<file path="src/rtl/ifu_pc_gen_if.sv">
// Decode-side control and IM-side address signals of the PC generation stage.
// The master modport belongs to the control/consumer side; the slave modport belongs to ifu_pc_gen.
interface ifu_pc_gen_if #(
    parameter int unsigned ADDR_W = 10
);
    logic              stall;
    logic              halt;
    logic [1:0]        npc_sel;
    logic              br_taken;
    logic [15:0]       imm16;
    logic [25:0]       instr_index;
    logic [31:0]       jr_target;
    logic [31:0]       pc;
    logic [31:0]       pc4;
    logic [ADDR_W-1:0] im_addr;
    logic              fetch_valid;
    logic              fault;

    modport master (
        output stall, halt, npc_sel, br_taken, imm16, instr_index, jr_target,
        input  pc, pc4, im_addr, fetch_valid, fault
    );

    modport slave (
        input  stall, halt, npc_sel, br_taken, imm16, instr_index, jr_target,
        output pc, pc4, im_addr, fetch_valid, fault
    );
endinterface

</file>
<file path="src/rtl/ifu_pc_gen.sv">
// PC / next-PC stage feeding the instruction memory: BOOT -> RUN -> HALT sequencing.
// Optional macro IFU_FAULT_EN adds a sticky FAULT state for misaligned or out-of-range fetches.
module ifu_pc_gen #(
    parameter logic [31:0] PC_BASE  = 32'h0000_3000,
    parameter int unsigned ADDR_W   = 10,
    parameter int unsigned IM_WORDS = 1024
) (
    input logic          clk,
    input logic          rst_n,
    ifu_pc_gen_if.slave  bus
);

`ifdef IFU_FAULT_EN
    typedef enum logic [1:0] {StBoot, StRun, StHalt, StFault} state_e;
    localparam logic [32:0] PcLimit = {1'b0, PC_BASE} + 33'(4 * IM_WORDS);
`else
    typedef enum logic [1:0] {StBoot, StRun, StHalt} state_e;
`endif

    state_e      state_q, state_d;
    logic [31:0] pc_q, pc_d;
    logic [31:0] pc4;
    logic [31:0] br_off;
    logic [31:0] npc;
    logic [31:0] pc_off;
    logic        fetch_valid;
    logic        fault;

    assign pc4    = pc_q + 32'd4;
    assign br_off = {{14{bus.imm16[15]}}, bus.imm16, 2'b00};
    assign pc_off = pc_q - PC_BASE;

    always_comb begin
        npc = pc4;
        unique case (bus.npc_sel)
            2'b00: npc = pc4;
            2'b01: npc = bus.br_taken ? (pc4 + br_off) : pc4;
            2'b10: npc = {pc4[31:28], bus.instr_index, 2'b00};
`ifdef IFU_FAULT_EN
            // Keep the raw target so a misaligned jr can be trapped.
            2'b11: npc = bus.jr_target;
`else
            2'b11: npc = bus.jr_target & ~32'h3;
`endif
            default: npc = pc4;
        endcase
    end

`ifdef IFU_FAULT_EN
    logic npc_bad;
    assign npc_bad = (npc[1:0] != 2'b00) || (npc < PC_BASE) || ({1'b0, npc} >= PcLimit);
`endif

    always_comb begin
        state_d     = state_q;
        pc_d        = pc_q;
        fetch_valid = 1'b0;
        fault       = 1'b0;
        unique case (state_q)
            StBoot: state_d = StRun;
            StRun: begin
                fetch_valid = 1'b1;
                if (bus.halt) begin
                    state_d = StHalt;
                end else if (!bus.stall) begin
                    pc_d = npc;
`ifdef IFU_FAULT_EN
                    if (npc_bad) begin
                        state_d = StFault;
                    end
`endif
                end
            end
            StHalt: state_d = StHalt;
`ifdef IFU_FAULT_EN
            StFault: fault = 1'b1;
`endif
            default: state_d = StBoot;
        endcase
    end

    always_ff @(posedge clk or negedge rst_n) begin
        if (!rst_n) begin
            state_q <= StBoot;
            pc_q    <= PC_BASE;
        end else begin
            state_q <= state_d;
            pc_q    <= pc_d;
        end
    end

    assign bus.pc          = pc_q;
    assign bus.pc4         = pc4;
    assign bus.im_addr     = ADDR_W'(pc_off >> 2);
    assign bus.fetch_valid = fetch_valid;
    assign bus.fault       = fault;

endmodule

</file>
<file path="src/flat_wrapper.sv">
// flat-port wrapper written by rule: the top's interface ports become plain ports
module ifu_pc_gen_flat 
#(
    parameter logic [31:0] PC_BASE  = 32'h0000_3000,
    parameter int unsigned ADDR_W   = 10,
    parameter int unsigned IM_WORDS = 1024
)
  (clk, rst_n, bus_stall, bus_halt, bus_npc_sel, bus_br_taken, bus_imm16, bus_instr_index, bus_jr_target, bus_pc, bus_pc4, bus_im_addr, bus_fetch_valid, bus_fault);
  ifu_pc_gen_if #(.ADDR_W(ADDR_W)) bus_i ();
  input logic clk;
  input logic rst_n;
  input wire logic [$bits(bus_i.stall)-1:0] bus_stall;
  input wire logic [$bits(bus_i.halt)-1:0] bus_halt;
  input wire logic [$bits(bus_i.npc_sel)-1:0] bus_npc_sel;
  input wire logic [$bits(bus_i.br_taken)-1:0] bus_br_taken;
  input wire logic [$bits(bus_i.imm16)-1:0] bus_imm16;
  input wire logic [$bits(bus_i.instr_index)-1:0] bus_instr_index;
  input wire logic [$bits(bus_i.jr_target)-1:0] bus_jr_target;
  output wire logic [$bits(bus_i.pc)-1:0] bus_pc;
  output wire logic [$bits(bus_i.pc4)-1:0] bus_pc4;
  output wire logic [$bits(bus_i.im_addr)-1:0] bus_im_addr;
  output wire logic [$bits(bus_i.fetch_valid)-1:0] bus_fetch_valid;
  output wire logic [$bits(bus_i.fault)-1:0] bus_fault;
  assign bus_i.stall = bus_stall;
  assign bus_i.halt = bus_halt;
  assign bus_i.npc_sel = bus_npc_sel;
  assign bus_i.br_taken = bus_br_taken;
  assign bus_i.imm16 = bus_imm16;
  assign bus_i.instr_index = bus_instr_index;
  assign bus_i.jr_target = bus_jr_target;
  assign bus_pc = bus_i.pc;
  assign bus_pc4 = bus_i.pc4;
  assign bus_im_addr = bus_i.im_addr;
  assign bus_fetch_valid = bus_i.fetch_valid;
  assign bus_fault = bus_i.fault;
  ifu_pc_gen #(.PC_BASE(PC_BASE), .ADDR_W(ADDR_W), .IM_WORDS(IM_WORDS)) u_core (.clk(clk), .rst_n(rst_n), .bus(bus_i));
endmodule
</file>
<file path="config.mk">
export PLATFORM = sky130hd
export DESIGN_NAME = ifu_pc_gen_flat
export DESIGN_NICKNAME = d
export VERILOG_FILES = /design/src/rtl/ifu_pc_gen_if.sv /design/src/rtl/ifu_pc_gen.sv /design/src/flat_wrapper.sv
export SDC_FILE = /design/constraint.sdc
export NUM_CORES = 1
export LEC_CHECK = 0
export CELL_PAD_IN_SITES_DETAIL_PLACEMENT = 0
export CELL_PAD_IN_SITES_GLOBAL_PLACEMENT = 2
export CORE_MARGIN = 5
export CORE_UTILIZATION = 27
export CTS_CLUSTER_DIAMETER = 80
export DETAILED_ROUTE_END_ITERATION = 8
export GPL_TIMING_DRIVEN = 1
export PLACE_DENSITY = 0.95
export SYNTH_ARGS = -nofsm -noshare
export SYNTH_HDL_FRONTEND = slang
export SYNTH_SLANG_ARGS = --single-unit
export TNS_END_PERCENT = 100
</file>
<file path="constraint.sdc">
create_clock -name clk -period 9.2 [get_ports clk]
set_input_delay 1.84 -clock clk [delete_from_list [all_inputs] [get_ports clk]]
set_output_delay 1.84 -clock clk [all_outputs]
set_load 0.02 [all_outputs]
</file>
=== Word-level counts from Yosys, hierarchy flattened ===
Cells that the tools add are included.

* Register bits: 34
* Latch bits: 0
* RAM bits: 0
* Bits in read-only memories: 0
* Output and inout bits: 76
* Word-level logic and storage cells: 21
* Memories kept: 0

* Add/sub/neg operators: 3
* Multiply operators: 0
* Divide/modulo/power cells: 0
* Magnitude comparators: 0
* Equality and inequality tests: 6
* Shift-type cells: 0
* Multiplexer cells: 5
* Bitwise operators: 2
* Reduce and logical (&&, ||, !) cells: 3

{| class="wikitable"
|+ Operators with widths
! kind !! number
|-
| $pmux 32 s4 || 1
|-
| $add 32x3->32 const B || 1
|-
| $add 32x32->32 || 1
|-
| $mux 32 || 1
|-
| $sub 12x1->12 const B || 1
|-
| $eq 2x2->1 const B || 3
|-
| $pmux 2 s3 || 1
|-
| $eq 2x1->1 const B || 2
|-
| $logic_not 2->1 || 2
|-
| $reduce_and 3->1 || 1
|-
| $mux 2 || 1
|-
| $ne 2x2->1 const B || 1
|-
| $not 1->1 || 2
|-
| $mux 1 || 1
|}

=== Depth between registers and ports, before layout ===
* Depth in word-level cells: 4
* Depth in mapped cells: 17
* Mapped depth without buffers: 16

=== Worst setup path after synthesis ===
No wires, ideal clock.

* Path kind: flip-flop to output port
* From: reg u_core.pc_q[4] (netlist: u_core.bus.pc[4])
* To: out bus_pc4[29]
* Arrival: 2.410 ns
* Data required time: 7.360 ns
* Slack: 4.950 ns
* Cell stages (with the launch flop): 10
* Path buffers: 2
* Path through: dfrtp_1 buf_4 nand3_2 nor3_4 and3_1 buf_2 or3b_1 inv_1 nand2_1 xnor2_1

* Word-level cells in the longest chain between the ends: 1

{| class="wikitable"
|+ RTL lines
! what !! line !! source
|-
| start, declared || ifu_pc_gen.sv:21 || <nowiki>logic [31:0] pc_q, pc_d;</nowiki>
|-
| start signal, assigned || ifu_pc_gen.sv:88 || <nowiki>pc_q <= pc_d;</nowiki>
|-
| $add 32x3->32 || ifu_pc_gen.sv:29 || <nowiki>assign pc4 = pc_q + 32'd4;</nowiki>
|-
| end, declared || flat_wrapper.sv:20 || <nowiki>output wire logic [$bits(bus_i.pc4)-1:0] bus_pc4;</nowiki>
|}

No other way between the ends.

=== Worst setup path in the final report ===
* From: reg u_core.pc_q[2] (netlist: u_core.bus.pc[2])
* To: out bus_pc4[30]

The elaborated chain is that of the path after synthesis.

==> summary.txt <==
Status: finished clean
Number of top-level pins: 157
Routed Antenna Nets: 0
CTS tree: yes
Nets@finish: 823
First-pass GRT wire length: 26920 um
Register area: 803.3 um2
Syn Inst Count: 588
Synth Warn #: 0
Remaining Overflow, GRT: 0
CTS buffer count: 5
Port bufs: 149
Full die area: 19060 um2
Switch Pwr: 1.018 mW
ANT cells: 0
Post-Place Cells: 914
GRT Util Overall: 17.01%
Mapped cell area: 4428 um2
Drt pass-1 iters: 5
Dominant cell type by area after synthesis: dfrtp_1
Die extent in x: 138.1 um
Final TNS setup: 0 ps
Number of remaining DRC errors: 0
Static leakage: 2.606 nW
Max VDD drop: 0.1083 mV
RSZ-0062 raised after global routing: no
Ys async rst share: 100.0%
Pwr dens: 330.3 nW/um2
Starting density of the core: 27.67%
DRT iter0 DRCs: 363
Clock Path Buffers: 2
Dpl cell area: 5998 um2
Largest net degree at the start of global routing: 46
CP Capture Type: output port
Most common cell in the synthesized netlist: nand2_1
Layout cells sized above 1: 5.524%
Logic pwr share: 72.7%
Clock Power Share: 10.6%
# resized after CTS: 0
WHS: 519.4 ps
Max Freq: 0.1858 GHz
Top FF cell, synth: dfrtp_1
Fin crit share: 58.51%
EDFF count, synth: 0
Reg2Reg Depth: 15
Worst Tran Pin Value: 973.4 ps
Int Power: 1.024 mW
GPL Wtd Cong: 0.8611
CP arrival: 3540 ps
Avg Cell Area, Syn: 7.531 um2
CTS root buf: clkbuf_16
Final hold violation count: 0
Worst path cell trace: ha_1 > nand4_1 > nor2_1 > nand3_1 > nor2_1 > nand4_1 > xnor2_1 > clkdlybuf4s50_1
DR vias/cell: 5.156
Hold path depth: 2
Wire per inst: 18.04 um
Fin cells: 922
Startpoint types: register
Sw Share: 49.85%
Largest stage delay on the critical path: 690 ps
Synth top cells by count: 69 x nand2_1, 51 x a21oi_1, 46 x nor2_1, 46 x o21ai_0, 36 x ha_1
Core Region: 16000 um2
Vias in the first global route: 4820
Number of fill cells: 1687
Via count: 4754
Fin. max-slew vios: 0
Hpwl dp: 12770 um
Initial antenna violation count: 0
Final setup viols: 0
Slowest-stage cell, CP: clkdlybuf4s50_1
Clk_skew: 4.194 ps
Data required time of the critical path: 7360 ps
Design area: 6181 um2
Yosys reg bits: 32
Chip height: 138.1 um
CTS hold repair buffers: 0
Kind of critical path: reg2out
Syn-to-layout area delta: 39.59%
Multi-input combinational cell area: 3329 um2
Worst-path fanout max: 7
Worst-skew pair later-pin latency: 280 ps
MaxCap Viol Count: 0
Post-layout min period: 5383 ps
Yosys top cell area share: 16.95%
Sink Count: 32
CTS clk-pin slew, worst paths: 60 ps
Worst rel slew slack: 35.11%
Sequential share of the synthesized area: 18.14%
Reg power frac: 16.8%
DRT Wirelength: 16630 um
Ranking of synthesized cells by area: dfrtp_1 17%, ha_1 10%, xnor2_1 6.7%
H-Tree Depth: 2
Synth cell types: 64
Post-CTS setup repair buffer count: 0
Core Rows: 46
Min-Delay Path Class: reg2reg
-- final cells by class --
type	count	share of cell area (%)
clock buffer	7	2.470
clock inverter	1	0.4858
inverter	17	1.032
multi-input combinational	494	53.87
sequential	32	13.00
tap	216	4.372
timing repair buffer	155	24.78
-- placed cells by master (no fill, tap or decap), drive strengths merged, types with 17 or more instances in the layout --
master	synthesis	routed
inv	17	17
xor2	20	20
mux2i	21	21
nand2	69	69
ha	36	36
nor2	46	46
a21oi	52	52
nand3	19	19
clkdlybuf4s50	0	148
dfrtp	30	30
xnor2	34	34
o21ai	46	46
-- power by group through the flow --
stage                     Combinational (mW)  Sequential (mW)  Clock (mW)
after floorplan                        0.905            0.376           0
after global placement                  1.46            0.339           0
after detailed placement                1.48            0.342           0
after CTS                               1.48            0.341       0.221
after global routing                    1.62            0.356       0.228
final                                   1.48            0.342       0.216
-- worst max-delay path: cells and delay by family, from the launching register on --
kind / cells / cell delay [ps]
AND/OR/NAND/NOR: 5 / 1420
buffers and inverters: 1 / 690
flip-flops: 1 / 470
XOR/XNOR: 1 / 380
adder cells (fa/ha/maj): 1 / 300
-- cell families after synthesis --
group	share of synthesized area, %
compound gates	25.26
xor+xnor	10.85
fa+ha+maj	10.62
buf+inv	7.008
flops	18.14
mux	6.782
other cells	0.08469
simple gates	21.25
-- registers in the layout, indices dropped and copies added (netlist names) --
signal          count
u_core.bus.pc      30
u_core.state_q      2
-- layer usage --
layer,up-vias,GRT usage [%],wire (um),share of wire (%)
met5,-,0,0,0
met4,0,3.016,163,0.98
met3,10,3.172,1014,6.1
met2,165,28.85,7887,47
met1,2241,22.83,7563,45
li1,2338,-,-,-
-- path summary, 6_finish.rpt --
kind | start | end | slack, ps
hold reg to reg | u_core.bus.pc[13]$_DFFE_PN1P_ | u_core.bus.pc[13]$_DFFE_PN1P_ | 520
setup / recovery | u_core.bus.pc[2]$_DFFE_PN0P_ | bus_pc4[30] | 3820
setup reg to reg | u_core.bus.pc[2]$_DFFE_PN0P_ | u_core.bus.pc[30]$_DFFE_PN0P_ | 4680
hold / removal | u_core.bus.pc[13]$_DFFE_PN1P_ | u_core.bus.pc[13]$_DFFE_PN1P_ | 520
min in group asynchronous | rst_n | u_core.state_q[1]$_DFFE_PN0P_ | 1990
max in group asynchronous | rst_n | u_core.bus.pc[13]$_DFFE_PN1P_ | 6850
-- metrics by stage --
stage                     util, %  power, mW  worst slack [ps]
after global placement      37.49      1.796              3788
after detailed placement    37.49      1.817              3838
after CTS                   38.63      2.045              3787
final                       38.63      2.042              3817
after global routing        38.63      2.203              3514
after floorplan                 -      1.282              4950
No activity file was read; power rests on OpenSTA's default activity.
